==> config.mk <==
export PLATFORM = sky130hd
export DESIGN_NAME = call_stack_flat
export DESIGN_NICKNAME = d
export VERILOG_FILES = /design/src/rtl/call_stack_pkg.sv /design/src/rtl/call_stack_if.sv /design/src/rtl/call_stack_regfile.sv /design/src/rtl/call_stack.sv /design/src/flat_wrapper.sv
export SDC_FILE = /design/constraint.sdc
export NUM_CORES = 1
export LEC_CHECK = 0
export CORE_ASPECT_RATIO = 2
export CORE_UTILIZATION = 50
export CTS_CLUSTER_SIZE = 24
export DETAILED_ROUTE_END_ITERATION = 8
export GPL_TIMING_DRIVEN = 0
export HOLD_SLACK_MARGIN = 0.1
export PLACE_DENSITY = 0.76
export SETUP_SLACK_MARGIN = 0.3
export SLEW_MARGIN = 10
export SYNTH_ARGS = -nofsm -noshare
export SYNTH_HDL_FRONTEND = slang
export SYNTH_SLANG_ARGS = --single-unit
==> constraint.sdc <==
create_clock -name clk -period 2.9 [get_ports clk]
set_clock_uncertainty 0.2 [all_clocks]
set_input_delay 0.435 -clock clk [delete_from_list [all_inputs] [get_ports clk]]
set_output_delay 0.435 -clock clk [all_outputs]
set_load 0.03 [all_outputs]
==> src/rtl/call_stack_pkg.sv <==
// rtl/call_stack_pkg.sv - shared return-stack defaults and stack-op encoding
package call_stack_pkg;

  localparam int DEFAULT_DEPTH  = 8;
  localparam int DEFAULT_ADDR_W = 12;

  // Stack operation, encoded directly as {push, pop}
  typedef enum logic [1:0] {
    OP_NONE    = 2'b00,
    OP_POP     = 2'b01,
    OP_PUSH    = 2'b10,
    OP_REPLACE = 2'b11
  } stack_op_t;

  // Strobes are forced to NONE while reset is held so X on push/pop is harmless
  function automatic stack_op_t decode_op(input logic rst, input logic push, input logic pop);
    if (rst) begin
      return OP_NONE;
    end
    return stack_op_t'({push, pop});
  endfunction

endpackage

==> src/rtl/call_stack_if.sv <==
// rtl/call_stack_if.sv - controller-to-return-stack strobe and status bundle
interface call_stack_if #(
  parameter int ADDR_W = 12,
  parameter int CNT_W  = 4
);

  logic              push;
  logic              pop;
  logic [ADDR_W-1:0] pcIn;
  logic [ADDR_W-1:0] top;
  logic [CNT_W-1:0]  count;
  logic              empty;
  logic              full;
  logic              overflow;
  logic              underflow;

  // Controller side drives the strobes and reads status
  modport master (
    output push, pop, pcIn,
    input  top, count, empty, full, overflow, underflow
  );

  // Stack side services the strobes
  modport slave (
    input  push, pop, pcIn,
    output top, count, empty, full, overflow, underflow
  );

endinterface

==> src/rtl/call_stack_regfile.sv <==
// rtl/call_stack_regfile.sv - return-address storage, one sync write and one async read port
module stack_regfile #(
  parameter int DEPTH  = 8,
  parameter int ADDR_W = 12,
  parameter int IDX_W  = 3
) (
  input  logic              clk,
  input  logic              we,
  input  logic [IDX_W-1:0]  waddr,
  input  logic [ADDR_W-1:0] wdata,
  input  logic [IDX_W-1:0]  raddr,
  output logic [ADDR_W-1:0] rdata
);

  // Contents are deliberately not reset; the pointer alone defines validity
  logic [ADDR_W-1:0] mem [DEPTH];

  // Synchronous write port
  always_ff @(posedge clk) begin
    if (we) begin
      mem[waddr] <= wdata;
    end
  end

  assign rdata = mem[raddr];

endmodule

==> src/rtl/call_stack.sv <==
// rtl/call_stack.sv - hardware return-address stack beside the PC register
module call_stack
  import call_stack_pkg::*;
#(
  parameter int DEPTH  = DEFAULT_DEPTH,
  parameter int ADDR_W = DEFAULT_ADDR_W,
  parameter int CNT_W  = $clog2(DEPTH) + 1
) (
  input logic          clk,
  input logic          rst,
  call_stack_if.slave  bus
);

  localparam int IDX_W = CNT_W - 1;
  localparam logic [CNT_W-1:0] DEPTH_C = CNT_W'(DEPTH);
  localparam logic [CNT_W-1:0] ONE_C   = CNT_W'(1);

  logic [CNT_W-1:0]  sp;
  logic [CNT_W-1:0]  sp_next;
  logic [CNT_W-1:0]  sp_m1;
  logic              overflow_q;
  logic              overflow_next;
  logic              underflow_q;
  logic              underflow_next;
  logic              is_empty;
  logic              is_full;
  logic              we;
  logic [IDX_W-1:0]  waddr;
  logic [ADDR_W-1:0] rdata;
  stack_op_t         op;

  assign op       = decode_op(rst, bus.push, bus.pop);
  assign is_empty = (sp == '0);
  assign is_full  = (sp == DEPTH_C);
  assign sp_m1    = sp - ONE_C;

  // Pointer, sticky-flag and write-port next state from the decoded op
  always_comb begin
    sp_next        = sp;
    overflow_next  = overflow_q;
    underflow_next = underflow_q;
    we             = 1'b0;
    waddr          = sp[IDX_W-1:0];
    unique case (op)
      OP_PUSH: begin
        if (is_full) begin
          overflow_next = 1'b1;
        end else begin
          we      = 1'b1;
          sp_next = sp + ONE_C;
        end
      end
      OP_POP: begin
        if (is_empty) begin
          underflow_next = 1'b1;
        end else begin
          sp_next = sp_m1;
        end
      end
      OP_REPLACE: begin
        // Replace in place is legal even when full; on empty it degrades to a push
        we = 1'b1;
        if (is_empty) begin
          waddr          = '0;
          sp_next        = ONE_C;
          underflow_next = 1'b1;
        end else begin
          waddr = sp_m1[IDX_W-1:0];
        end
      end
      default: begin
      end
    endcase
  end

  // State register; reset wins over any strobe in the same cycle
  always_ff @(posedge clk) begin
    if (rst) begin
      sp          <= '0;
      overflow_q  <= 1'b0;
      underflow_q <= 1'b0;
    end else begin
      sp          <= sp_next;
      overflow_q  <= overflow_next;
      underflow_q <= underflow_next;
    end
  end

  stack_regfile #(
    .DEPTH  (DEPTH),
    .ADDR_W (ADDR_W),
    .IDX_W  (IDX_W)
  ) u_regfile (
    .clk   (clk),
    .we    (we),
    .waddr (waddr),
    .wdata (bus.pcIn),
    .raddr (sp_m1[IDX_W-1:0]),
    .rdata (rdata)
  );

  // Zero-latency top so the RET cycle sees the entry it is popping
  assign bus.top       = is_empty ? '0 : rdata;
  assign bus.count     = sp;
  assign bus.empty     = is_empty;
  assign bus.full      = is_full;
  assign bus.overflow  = overflow_q;
  assign bus.underflow = underflow_q;

endmodule

==> src/flat_wrapper.sv <==
// flat-port wrapper written by rule: the top's interface ports become plain ports
module call_stack_flat import call_stack_pkg::*;
#(
  parameter int DEPTH  = DEFAULT_DEPTH,
  parameter int ADDR_W = DEFAULT_ADDR_W,
  parameter int CNT_W  = $clog2(DEPTH) + 1
)
  (clk, rst, bus_push, bus_pop, bus_pcIn, bus_top, bus_count, bus_empty, bus_full, bus_overflow, bus_underflow);
  call_stack_if #(.ADDR_W(ADDR_W), .CNT_W(CNT_W)) bus_i ();
  input logic clk;
  input logic rst;
  input wire logic [$bits(bus_i.push)-1:0] bus_push;
  input wire logic [$bits(bus_i.pop)-1:0] bus_pop;
  input wire logic [$bits(bus_i.pcIn)-1:0] bus_pcIn;
  output wire logic [$bits(bus_i.top)-1:0] bus_top;
  output wire logic [$bits(bus_i.count)-1:0] bus_count;
  output wire logic [$bits(bus_i.empty)-1:0] bus_empty;
  output wire logic [$bits(bus_i.full)-1:0] bus_full;
  output wire logic [$bits(bus_i.overflow)-1:0] bus_overflow;
  output wire logic [$bits(bus_i.underflow)-1:0] bus_underflow;
  assign bus_i.push = bus_push;
  assign bus_i.pop = bus_pop;
  assign bus_i.pcIn = bus_pcIn;
  assign bus_top = bus_i.top;
  assign bus_count = bus_i.count;
  assign bus_empty = bus_i.empty;
  assign bus_full = bus_i.full;
  assign bus_overflow = bus_i.overflow;
  assign bus_underflow = bus_i.underflow;
  call_stack #(.DEPTH(DEPTH), .ADDR_W(ADDR_W), .CNT_W(CNT_W)) u_core (.clk(clk), .rst(rst), .bus(bus_i));
endmodule
==> flow_summary_export.csv <==
group,metric,value,unit
power,max-vdd-ir-drop,0.577,mV
die,ios,36,
clocking,cts_made_buffers,9,
power,p_sw,1.05,mW
yosys,netlist_area,4290,um2
clocking,cts_hold_repair.buffers,0,
cells_and_area,synthToLayoutAreaGrowth,38.3,%
hold_path,hp-class,"flop to flop",
die,die-width,67.5,um
place,dp.final_hpwl,5.85,mm
yosys,yosys.cell_types.count,40,
outcome,run_status,"complete, no violations",
place,place.port_buffers,35,
global_route,grt_antenna_before_repair,0,
global_route,maximum_number_of_pins_on_one_net_before_global_route_repair,18,
sta,clock.fmax,367,MHz
yosys,synth_sequential_area_ratio,0.700,
detailed_routing,totalWireLength,10.6,mm
sta,rsz0062_at_grt,"true",
setup_path,crit_arrival,2.09,ns
detailed_routing,routedWlPerCell,24.2,um
sta,final.setup.tns,0,ns
power,p_clk_frac,0.304,
setup_path,setup.worst_path.start_class,"flop",
setup_path,r2r_setup_slack,0.25,ns
flow_run,maxCapViolations,0,
clocking,clk_transition_reported_paths,0.07,ns
sta,final-setup-viol-count,0,
clocking,worstSkewPairLatency,0.35,ns
yosys,post_synth_inst_count,254,
power,sw_frac_of_total,0.278,
yosys,postSynthRegisterBits,102,
die,fp-row-count,47,
detailed_routing,route.detailed.drc,0,
sta,drv_slew,0,
setup_path,timing_worst_setup_path_type,"flop to output port",
power,share_comb_of_total_power,0.259,
sta,tightest_slew,0.585,ns
clocking,ctsRootBufferMaster,"sky130_fd_sc_hd__clkbuf_16",
die,placeable_core_region,8290,um2
die,die_area,8980,um2
yosys,yosysTopAreaCell,"sky130_fd_sc_hd__edfxtp_1",
global_route,grt_overflow_total,0,
yosys,ys_dominant_reg_cell,"sky130_fd_sc_hd__edfxtp_1",
yosys,syn_avg_cell_area,16.9,um2
yosys,netlist_top_cells_count,"96 x sky130_fd_sc_hd__edfxtp_1, 28 x sky130_fd_sc_hd__inv_1, 24 x sky130_fd_sc_hd__mux4_2",
detailed_routing,final_antenna_net_count,0,
power,cellInternalPower,2.74,mW
power,static-leakage-power,2.01,nW
yosys,synth-async-reset-ratio,0,
global_route,number_of_global_route_vias_before_repair,2761,
yosys,syn_nets,273,
yosys,synth_warnings,0,
yosys,synth_top_cell_area_share,0.672,
detailed_routing,firstDrtPassIters,5,
sta,min_period_over_period,0.940,
setup_path,critical_path_required,2.27,ns
yosys,ys_top_cells_by_area,"sky130_fd_sc_hd__edfxtp_1 67%, sky130_fd_sc_hd__mux4_2 13%, sky130_fd_sc_hd__dfxtp_1 2.8%",
clocking,cts_max_path_buffers,2,
sta,timing.final.crit_period,2.73,ns
cells_and_area,final_layout_size_suffix_gt1_frac,0.464,
clocking,clock-sinks,102,
cells_and_area,insertedDiodeCount,0,
sta,worst_slew_margin_rel,0.608,
power,power_density,638,nW/um2
setup_path,worstSetupEndpointType,"output port",
yosys,synth-edff-count,96,
setup_path,critical_path.max_fanout,7,
sta,timing_hold_violations_final,0,
cells_and_area,num-nets-final,352,
yosys,count_leader_synth,"sky130_fd_sc_hd__edfxtp_1",
die,initial_utilization,0.518,
clocking,htree_levels,3,
power,totalPowerFinal,3.79,mW
detailed_routing,via_count,2654,
global_route,grt_util_all_layers,0.261,
detailed_routing,dr.first_iter.drc_count,188,
global_route,global_route_wire_length_before_repair,15.7,mm
detailed_routing,vias_per_cell,6.09,
die,die_h,133,um
place,place.gp.congestion,0.863,
power,p_seq_frac,0.437,
clocking,cts_tree,"built",
cell families after synthesis:
kind of cell	synth area share
AO/OA/AOI/OAI	0.0601
XOR/XNOR	0.00204
adder cells (fa/ha/maj)	0.00875
buffers and inverters	0.0420
flip-flops	0.700
multiplexers	0.131
AND/OR/NAND/NOR	0.0566
through the flow:
stage	worst slack, ns	cell area (um2)	hold slack [ns]	util	cells
2_1_floorplan	0.316	4520	0.334	-	254
6_report	0.174	5940	0.272	0.716	436
5_1_grt	0.120	5940	0.291	0.716	436
3_5_place_dp	-0.549	4990	0.260	0.602	387
3_3_place_gp	-0.511	4990	0.250	0.602	387
4_1_cts	0.185	5870	0.279	0.708	434
worst max-delay path, stage by stage, from the launching register on:
cell	delay, ns
sky130_fd_sc_hd__dfxtp_4	0.35
sky130_fd_sc_hd__buf_12	0.13
sky130_fd_sc_hd__inv_8	0.06
sky130_fd_sc_hd__ha_4	0.20
sky130_fd_sc_hd__buf_12	0.15
sky130_fd_sc_hd__buf_12	0.13
sky130_fd_sc_hd__buf_16	0.13
sky130_fd_sc_hd__mux4_2	0.29
sky130_fd_sc_hd__inv_2	0.08
sky130_fd_sc_hd__o22ai_4	0.06
sky130_fd_sc_hd__buf_6	0.14
routing by layer:
layer | share of wire | vias to the layer above | GRT usage
li1 | - | 1159 | -
met1 | 0.36 | 1370 | 0.283
met2 | 0.56 | 101 | 0.448
met3 | 0.040 | 24 | 0.0621
met4 | 0.037 | 0 | 0.142
met5 | 0 | - | 0
registers in the layout (all words and copies together) (netlist names):
register and count:
u_core.u_regfile.mem 96, u_core.bus.count 4, u_core.bus.overflow 1, u_core.bus.underflow 1
final cells by class:
cell class / instances / area, um2
Sequential cell: 102 / 3010
Multi-Input combinational cell: 111 / 1410
Timing Repair Buffer: 68 / 832
Tap cell: 98 / 123
Fill cell: 506 / 2360
Inverter: 29 / 121
Buffer: 12 / 156
Clock inverter: 6 / 46.3
Clock buffer: 10 / 239
layout by cell type, fill, tap and decap left out, drive strengths merged, types with 2 or more instances in the layout:
cell           synthesis  routed
a21oi                  9       9
a311oi                 3       3
a31oi                  3       3
and3b                  2       2
buf                   11      57
clkbuf                 1      11
clkdlybuf4s50          0      21
clkinv                 1       2
clkinvlp               0       4
dfxtp                  6       6
edfxtp                96      96
ha                     3       3
inv                   28      29
mux4                  24      24
nand2                  6       6
nand2b                 3       3
nand3                  3       3
nand4bb                2       2
nor2                  16      16
nor2b                  3       3
nor3                   3       3
nor4                   2       2
o21ai                  3       3
o22ai                 13      13
power groups by stage:
stage	Combinational, mW	Clock (mW)	Sequential (mW)
final	0.980	1.15	1.66
after global routing	1.02	1.22	1.66
after CTS	0.953	1.16	1.66
after detailed placement	0.693	0	1.69
after global placement	0.684	0	1.69
after floorplan	0.474	0	1.70
worst paths after layout:
kind | depth (start not counted) | to | from
worst max-delay path | 10 | bus_top[9] | u_core.bus.count[0]
worst min-delay path | 2 | u_core.bus.underflow | u_core.bus.underflow
worst max register to register | 9 | u_core.u_regfile.mem[2][4] | u_core.bus.count[0]
worst min register to register | 2 | u_core.bus.underflow | u_core.bus.underflow
what timing repair did:
| action | in CTS | in global routing |
|---|---|---|
| buffers inserted | 27 | 2 |
| gates cloned | 4 | 0 |
| setup endpoints to repair | 110 | 95 |
| pin swaps | 6 | 3 |
| gates resized for setup | 146 | 12 |
(Power assumes the default switching activity.)
